[config.mk]
export PLATFORM = sky130hd
export DESIGN_NAME = axil_block_sequencer
export DESIGN_NICKNAME = d
export VERILOG_FILES = /design/src/rtl/axil_block_sequencer.sv
export SDC_FILE = /design/constraint.sdc
export NUM_CORES = 1
export LEC_CHECK = 0
export BUFFER_PORTS_ARGS = -buffer_cell sky130_fd_sc_hd__buf_2
export CAP_MARGIN = 20
export CORE_MARGIN = 5
export CORE_UTILIZATION = 50
export DETAILED_ROUTE_END_ITERATION = 8
export HOLD_SLACK_MARGIN = 0.15
export PLACE_DENSITY = 0.93
export SLEW_MARGIN = 10
export SYNTH_ARGS = -nofsm -noshare
export SYNTH_HDL_FRONTEND = slang
export SYNTH_SLANG_ARGS = --single-unit
export TNS_END_PERCENT = 10
[constraint.sdc]
create_clock -name M_AXI_ACLK -period 2.82 [get_ports M_AXI_ACLK]
set_input_delay 0.141 -clock M_AXI_ACLK [delete_from_list [all_inputs] [get_ports M_AXI_ACLK]]
set_output_delay 0.141 -clock M_AXI_ACLK [all_outputs]
set_load 0.02 [all_outputs]
[src/rtl/axil_block_sequencer.sv]
// AXI4-Lite master that loads N_WORDS words into a slave, starts it, polls for
// completion, and streams the results back out as a valid-only stream.
module axil_block_sequencer #(
  parameter int                            C_M_AXI_DATA_WIDTH = 32,
  parameter int                            C_M_AXI_ADDR_WIDTH = 8,
  parameter int                            N_WORDS            = 16,
  parameter logic [C_M_AXI_ADDR_WIDTH-1:0] WR_BASE            = 8'h00,
  parameter logic [C_M_AXI_ADDR_WIDTH-1:0] RD_BASE            = 8'h40,
  parameter logic [C_M_AXI_ADDR_WIDTH-1:0] CFG_START          = 8'h80,
  parameter logic [C_M_AXI_ADDR_WIDTH-1:0] CFG_DONE           = 8'h89
) (
  input  logic                          M_AXI_ACLK,
  input  logic                          M_AXI_ARESET,
  input  logic                          start,
  output logic                          done,
  output logic                          err,
  input  logic [C_M_AXI_DATA_WIDTH-1:0] in_tdata,
  input  logic                          in_tvalid,
  output logic                          in_tready,
  output logic [C_M_AXI_DATA_WIDTH-1:0] out_tdata,
  output logic                          out_tvalid,
  output logic [C_M_AXI_ADDR_WIDTH-1:0] M_AXI_AWADDR,
  output logic                          M_AXI_AWVALID,
  input  logic                          M_AXI_AWREADY,
  output logic [C_M_AXI_DATA_WIDTH-1:0] M_AXI_WDATA,
  output logic                          M_AXI_WVALID,
  input  logic                          M_AXI_WREADY,
  input  logic [1:0]                    M_AXI_BRESP,
  input  logic                          M_AXI_BVALID,
  output logic                          M_AXI_BREADY,
  output logic [C_M_AXI_ADDR_WIDTH-1:0] M_AXI_ARADDR,
  output logic                          M_AXI_ARVALID,
  input  logic                          M_AXI_ARREADY,
  input  logic [C_M_AXI_DATA_WIDTH-1:0] M_AXI_RDATA,
  input  logic [1:0]                    M_AXI_RRESP,
  input  logic                          M_AXI_RVALID,
  output logic                          M_AXI_RREADY
);

  localparam int            CW   = $clog2(N_WORDS + 1);
  localparam logic [CW-1:0] LAST = CW'(N_WORDS - 1);

  typedef enum logic [3:0] {
    S_IDLE, S_FETCH, S_WR_REQ, S_WR_RESP, S_CFG_WR,
    S_POLL_REQ, S_POLL_RESP, S_RD_REQ, S_RD_RESP, S_FIN
  } state_t;

  state_t                        state, state_next;
  logic [CW-1:0]                 cnt;
  logic                          aw_done, w_done;
  logic [C_M_AXI_DATA_WIDTH-1:0] wdata_q;

  logic aw_hs, w_hs, b_hs, r_hs;
  assign aw_hs = M_AXI_AWVALID && M_AXI_AWREADY;
  assign w_hs  = M_AXI_WVALID  && M_AXI_WREADY;
  assign b_hs  = M_AXI_BVALID  && M_AXI_BREADY;
  assign r_hs  = M_AXI_RVALID  && M_AXI_RREADY;

  // NOTE: sequential state uses non-blocking assignments so every register
  // samples the pre-edge value of every other register.
  always_ff @(posedge M_AXI_ACLK) begin
    if (M_AXI_ARESET) begin
      state      <= S_IDLE;
      cnt        <= '0;
      aw_done    <= 1'b0;
      w_done     <= 1'b0;
      wdata_q    <= '0;
      out_tdata  <= '0;
      out_tvalid <= 1'b0;
      err        <= 1'b0;
    end else begin
      state      <= state_next;
      out_tvalid <= 1'b0;
      // AW and W may complete in different cycles; remember each until the beat moves on
      if (state != state_next) begin
        aw_done <= 1'b0;
        w_done  <= 1'b0;
      end else begin
        if (aw_hs) aw_done <= 1'b1;
        if (w_hs)  w_done  <= 1'b1;
      end
      if (state == S_FETCH && in_tvalid) wdata_q <= in_tdata;
      if (state == S_IDLE && start) begin
        cnt <= '0;
        err <= 1'b0;
      end else if (state == S_POLL_RESP && M_AXI_RVALID && M_AXI_RDATA[0]) begin
        cnt <= '0;
      end else if ((state == S_WR_RESP && M_AXI_BVALID) || (state == S_RD_RESP && M_AXI_RVALID)) begin
        cnt <= cnt + 1'b1;
      end
      if (state == S_RD_RESP && M_AXI_RVALID) begin
        out_tdata  <= M_AXI_RDATA;
        out_tvalid <= 1'b1;
      end
      if ((b_hs && M_AXI_BRESP != 2'b00) || (r_hs && M_AXI_RRESP != 2'b00)) err <= 1'b1;
    end
  end

  // NOTE: every always_comb output gets a default first so no path infers a latch.
  always_comb begin
    state_next = state;
    case (state)
      S_IDLE:      if (start) state_next = S_FETCH;
      S_FETCH:     if (in_tvalid) state_next = S_WR_REQ;
      S_WR_REQ:    if ((aw_done || aw_hs) && (w_done || w_hs)) state_next = S_WR_RESP;
      S_WR_RESP:   if (M_AXI_BVALID) state_next = (cnt == LAST) ? S_CFG_WR : S_FETCH;
      S_CFG_WR:    if (b_hs) state_next = S_POLL_REQ;
      S_POLL_REQ:  if (M_AXI_ARREADY) state_next = S_POLL_RESP;
      S_POLL_RESP: if (M_AXI_RVALID) state_next = M_AXI_RDATA[0] ? S_RD_REQ : S_POLL_REQ;
      S_RD_REQ:    if (M_AXI_ARREADY) state_next = S_RD_RESP;
      S_RD_RESP:   if (M_AXI_RVALID) state_next = (cnt == LAST) ? S_FIN : S_RD_REQ;
      S_FIN:       state_next = S_IDLE;
      default:     state_next = S_IDLE;
    endcase
  end

  always_comb begin
    in_tready     = 1'b0;
    done          = 1'b0;
    M_AXI_AWADDR  = '0;
    M_AXI_AWVALID = 1'b0;
    M_AXI_WDATA   = '0;
    M_AXI_WVALID  = 1'b0;
    M_AXI_BREADY  = 1'b0;
    M_AXI_ARADDR  = '0;
    M_AXI_ARVALID = 1'b0;
    M_AXI_RREADY  = 1'b0;
    case (state)
      S_FETCH: in_tready = 1'b1;
      S_WR_REQ: begin
        M_AXI_AWADDR  = WR_BASE + C_M_AXI_ADDR_WIDTH'(cnt);
        M_AXI_AWVALID = !aw_done;
        M_AXI_WDATA   = wdata_q;
        M_AXI_WVALID  = !w_done;
      end
      S_WR_RESP: M_AXI_BREADY = 1'b1;
      // Config write runs its address, data and response phases in one state
      S_CFG_WR: begin
        M_AXI_AWADDR  = CFG_START;
        M_AXI_AWVALID = !aw_done;
        M_AXI_WDATA   = C_M_AXI_DATA_WIDTH'(1);
        M_AXI_WVALID  = !w_done;
        M_AXI_BREADY  = aw_done && w_done;
      end
      S_POLL_REQ: begin
        M_AXI_ARADDR  = CFG_DONE;
        M_AXI_ARVALID = 1'b1;
      end
      S_POLL_RESP: M_AXI_RREADY = 1'b1;
      S_RD_REQ: begin
        M_AXI_ARADDR  = RD_BASE + C_M_AXI_ADDR_WIDTH'(cnt);
        M_AXI_ARVALID = 1'b1;
      end
      S_RD_RESP: M_AXI_RREADY = 1'b1;
      S_FIN:     done = 1'b1;
      default: ;
    endcase
  end

endmodule

==> results.ini <==
[run_status]
result_of_the_run=finished, final reports clean

[floorplan]
start_util=0.512
floorplan.rows=30
coreArea_mm2=0.00676
die_height_um=93.2
io_pins=166
dieArea_mm2=0.00869
die_x_um=93.2

[timing]
fin_tns_setup_ns=0
min_cycle_time_layout_ns=2.56
grt_setup_unrepaired=false
hold_viol=0
finalSetupViolations=0
timing.fmax_mhz=390
worst_slew_margin_relative_to_its_limit=0.481
worst_slew_pin_slew_ns=0.777
finalClockSkew_ns=0.0108
slew_violations=0
finalCritPeriodShare=0.909

[global_routing]
grt_pass1_wl_mm=18.9
grt_usage=0.271
number_of_global_route_vias_before_repair=4019
grt_antenna_before_repair=0
total_global_routing_overflow=0
grt_start_max_net_pins=39

[layout]
seqCellArea_mm2=0.00154
fillers=415
area_growth_syn_to_layout_pct=49.8
multi_input_comb_area_mm2=0.00174
antenna_cells=0
fin_nets=745
post_layout_nonfiller_instances=751
drive_above_1_share=0.286

[yosys]
ys_seq_elements=77
dominantRegCellSynth=sky130_fd_sc_hd__dfxtp_1
async_flop_share=0
yosys.cell_count.top_type=sky130_fd_sc_hd__nand2_1
yosysTopAreaCell=sky130_fd_sc_hd__dfxtp_1
synth.cell_area_mm2=0.00346
synth_enable_flop_cells=0
most_frequent_cells_after_synthesis=sky130_fd_sc_hd__nand2_1, sky130_fd_sc_hd__dfxtp_1, sky130_fd_sc_hd__a21oi_1
postSynthAreaPerCell_um2=7.64
synthDistinctLibCells=49
total_number_of_yosys_warnings=0
synth_top_area_frac=0.445
synth.yosys.seq_area_share=0.445
syn_inst=453
synthTopCellsByArea=sky130_fd_sc_hd__dfxtp_1, sky130_fd_sc_hd__nand2_1, sky130_fd_sc_hd__a21oi_1, sky130_fd_sc_hd__and2_1, sky130_fd_sc_hd__nor2_1

[setup_path]
critical-path-slowest-cell=sky130_fd_sc_hd__dfxtp_1
cp-start-kind=flop
worst-endpoint-required_ns=3.10
path_common_cell=sky130_fd_sc_hd__dlygate4sd3_1
critPathTopFamily=buffers and inverters
critPathArrivalTime_ns=2.84
critical_path.max_stage_delay_ns=0.76
maximum_net_fanout_on_the_critical_path=21
worst-path-buf-inv=2
timing_worst_setup_path_type=flop to flop
worst_setup_path_end_kind=flop
crit_path_cell_trace=nand3_1 > a21oi_1 > o211ai_1 > dlygate4sd3_1 > a31oi_1 > dlygate4sd3_1

[cts]
clock_latency_ns=0.34
tritoncts=yes
postCtsSetupRepairBufs=0
tritoncts_buffer_count=9
cts_max_path_buffers=2
root_buffer=sky130_fd_sc_hd__clkbuf_8
cts_htree_levels=3
worst_path_clk_slew_ns=0.07
numClockSinks=77

[power]
peakVddDrop_v=0.000422
total_leakage_power_uw=0.00234
pwr_density_cell_mw_per_mm2=450

[routing]
antenna_left=0
drc_errors=0
routed_wirelength_mm=11.9
vias=4006
detailedRoute.firstPassIterationCount=6
wire_per_inst_um=15.9
vias_per_cell=5.33
iteration_0_drc_count_of_the_detailed_router=363

[place]
post_detailed_placement_half_perimeter_wirelength_mm=7.18
port_buffers=162
placed_cells=667
finalWeightedCongestion=0.939

[hold_path]
worstHoldPathType=input port to flop

[run]
maxCapViolations=0

==> per-layer routing <==
layer | wire [um] | GRT usage | share of wire
met5 | 0 | 0 | 0
met4 | 323 | 0.128 | 0.027
met3 | 1330 | 0.0813 | 0.11
met2 | 5700 | 0.445 | 0.48
met1 | 4550 | 0.324 | 0.38
==> logic make-up (layout without fill, tap and decap cells) <==
group | after synthesis | count (layout) | share of synthesized area
other | 1 | 3 | 0.00108
AOI/OAI and AO/OA | 94 | 94 | 0.162
muxes | 1 | 1 | 0.00289
buffers and inverters | 43 | 259 | 0.0564
xor gates and xnor gates | 5 | 5 | 0.0127
and+or+nand+nor | 230 | 230 | 0.312
adders and majority gates | 2 | 2 | 0.00723
DFF | 77 | 77 | 0.445
==> through the flow <==
stage,worst slack [ns],hold WS [ns],power (uW),cell area [um^2],utilization
2_1_floorplan,0.779,0.277,1270,3470,-
3_3_place_gp,0.705,0.380,1350,4280,0.633
3_5_place_dp,0.600,0.386,1360,4280,0.633
4_1_cts,0.233,0.158,2340,5180,0.767
5_1_grt,0.0286,0.231,2420,5180,0.767
6_report,0.258,0.181,2330,5180,0.767
==> final cells by class <==
| cell class | count | share of cell area |
|---|---|---|
| timing repair buffer | 236 | 0.299 |
| tap | 80 | 0.0193 |
| multi-input combinational | 335 | 0.336 |
| clock inverter | 6 | 0.0167 |
| inverter | 7 | 0.00507 |
| clock buffer | 10 | 0.0265 |
| sequential | 77 | 0.298 |
==> state kept, by name, summed over array words and instances (netlist names) <==
name / count
aw_done: 1
cnt: 5
err: 1
out_tdata: 32
out_tvalid: 1
state: 4
w_done: 1
wdata_q: 32
==> cells in the final DEF (no fill, tap or decap), types with 3 or more instances in the layout <==
master,n
sky130_fd_sc_hd__a21oi_1,71
sky130_fd_sc_hd__dfxtp_1,76
sky130_fd_sc_hd__buf_4,5
sky130_fd_sc_hd__conb_1,3
sky130_fd_sc_hd__buf_2,162
sky130_fd_sc_hd__dlygate4sd3_1,68
sky130_fd_sc_hd__nand2b_1,5
sky130_fd_sc_hd__nand2_1,139
sky130_fd_sc_hd__inv_1,7
sky130_fd_sc_hd__clkbuf_8,10
sky130_fd_sc_hd__and2_1,40
sky130_fd_sc_hd__nand4_1,3
sky130_fd_sc_hd__nand3_1,4
sky130_fd_sc_hd__and3_1,3
sky130_fd_sc_hd__a31oi_1,4
sky130_fd_sc_hd__xor2_1,3
sky130_fd_sc_hd__nor3_1,3
sky130_fd_sc_hd__nor2_1,18
==> where the power goes <==
part	internal (uW)	switching, uW
logic	145	138
registers	1110	27.1
clock network	521	392
total	1780	557
==> worst register-to-register path, cell delays in order (launching register included) <==
cell                            delay (ns)
sky130_fd_sc_hd__dfxtp_1              0.76
sky130_fd_sc_hd__nand3_1              0.14
sky130_fd_sc_hd__a21oi_1              0.22
sky130_fd_sc_hd__o211ai_1             0.12
sky130_fd_sc_hd__dlygate4sd3_1        0.57
sky130_fd_sc_hd__a31oi_1              0.15
sky130_fd_sc_hd__dlygate4sd3_1        0.55
==> worst paths after layout <==
kind,start,end,slack [ns],depth (start not counted)
max reg2reg,state[2],err,0.26,6
min,M_AXI_ARREADY,state[3],0.18,3
min reg2reg,out_tdata[31],out_tdata[31],0.45,2
max,state[2],err,0.26,6
==> what timing repair did <==
action                                  in CTS  in global routing
resized for setup                            0                  1
hold endpoints to repair                    66                  0
hold buffers                                68                  0
endpoints found under the setup margin       0                  1
No activity file was read; power rests on OpenSTA's default activity.
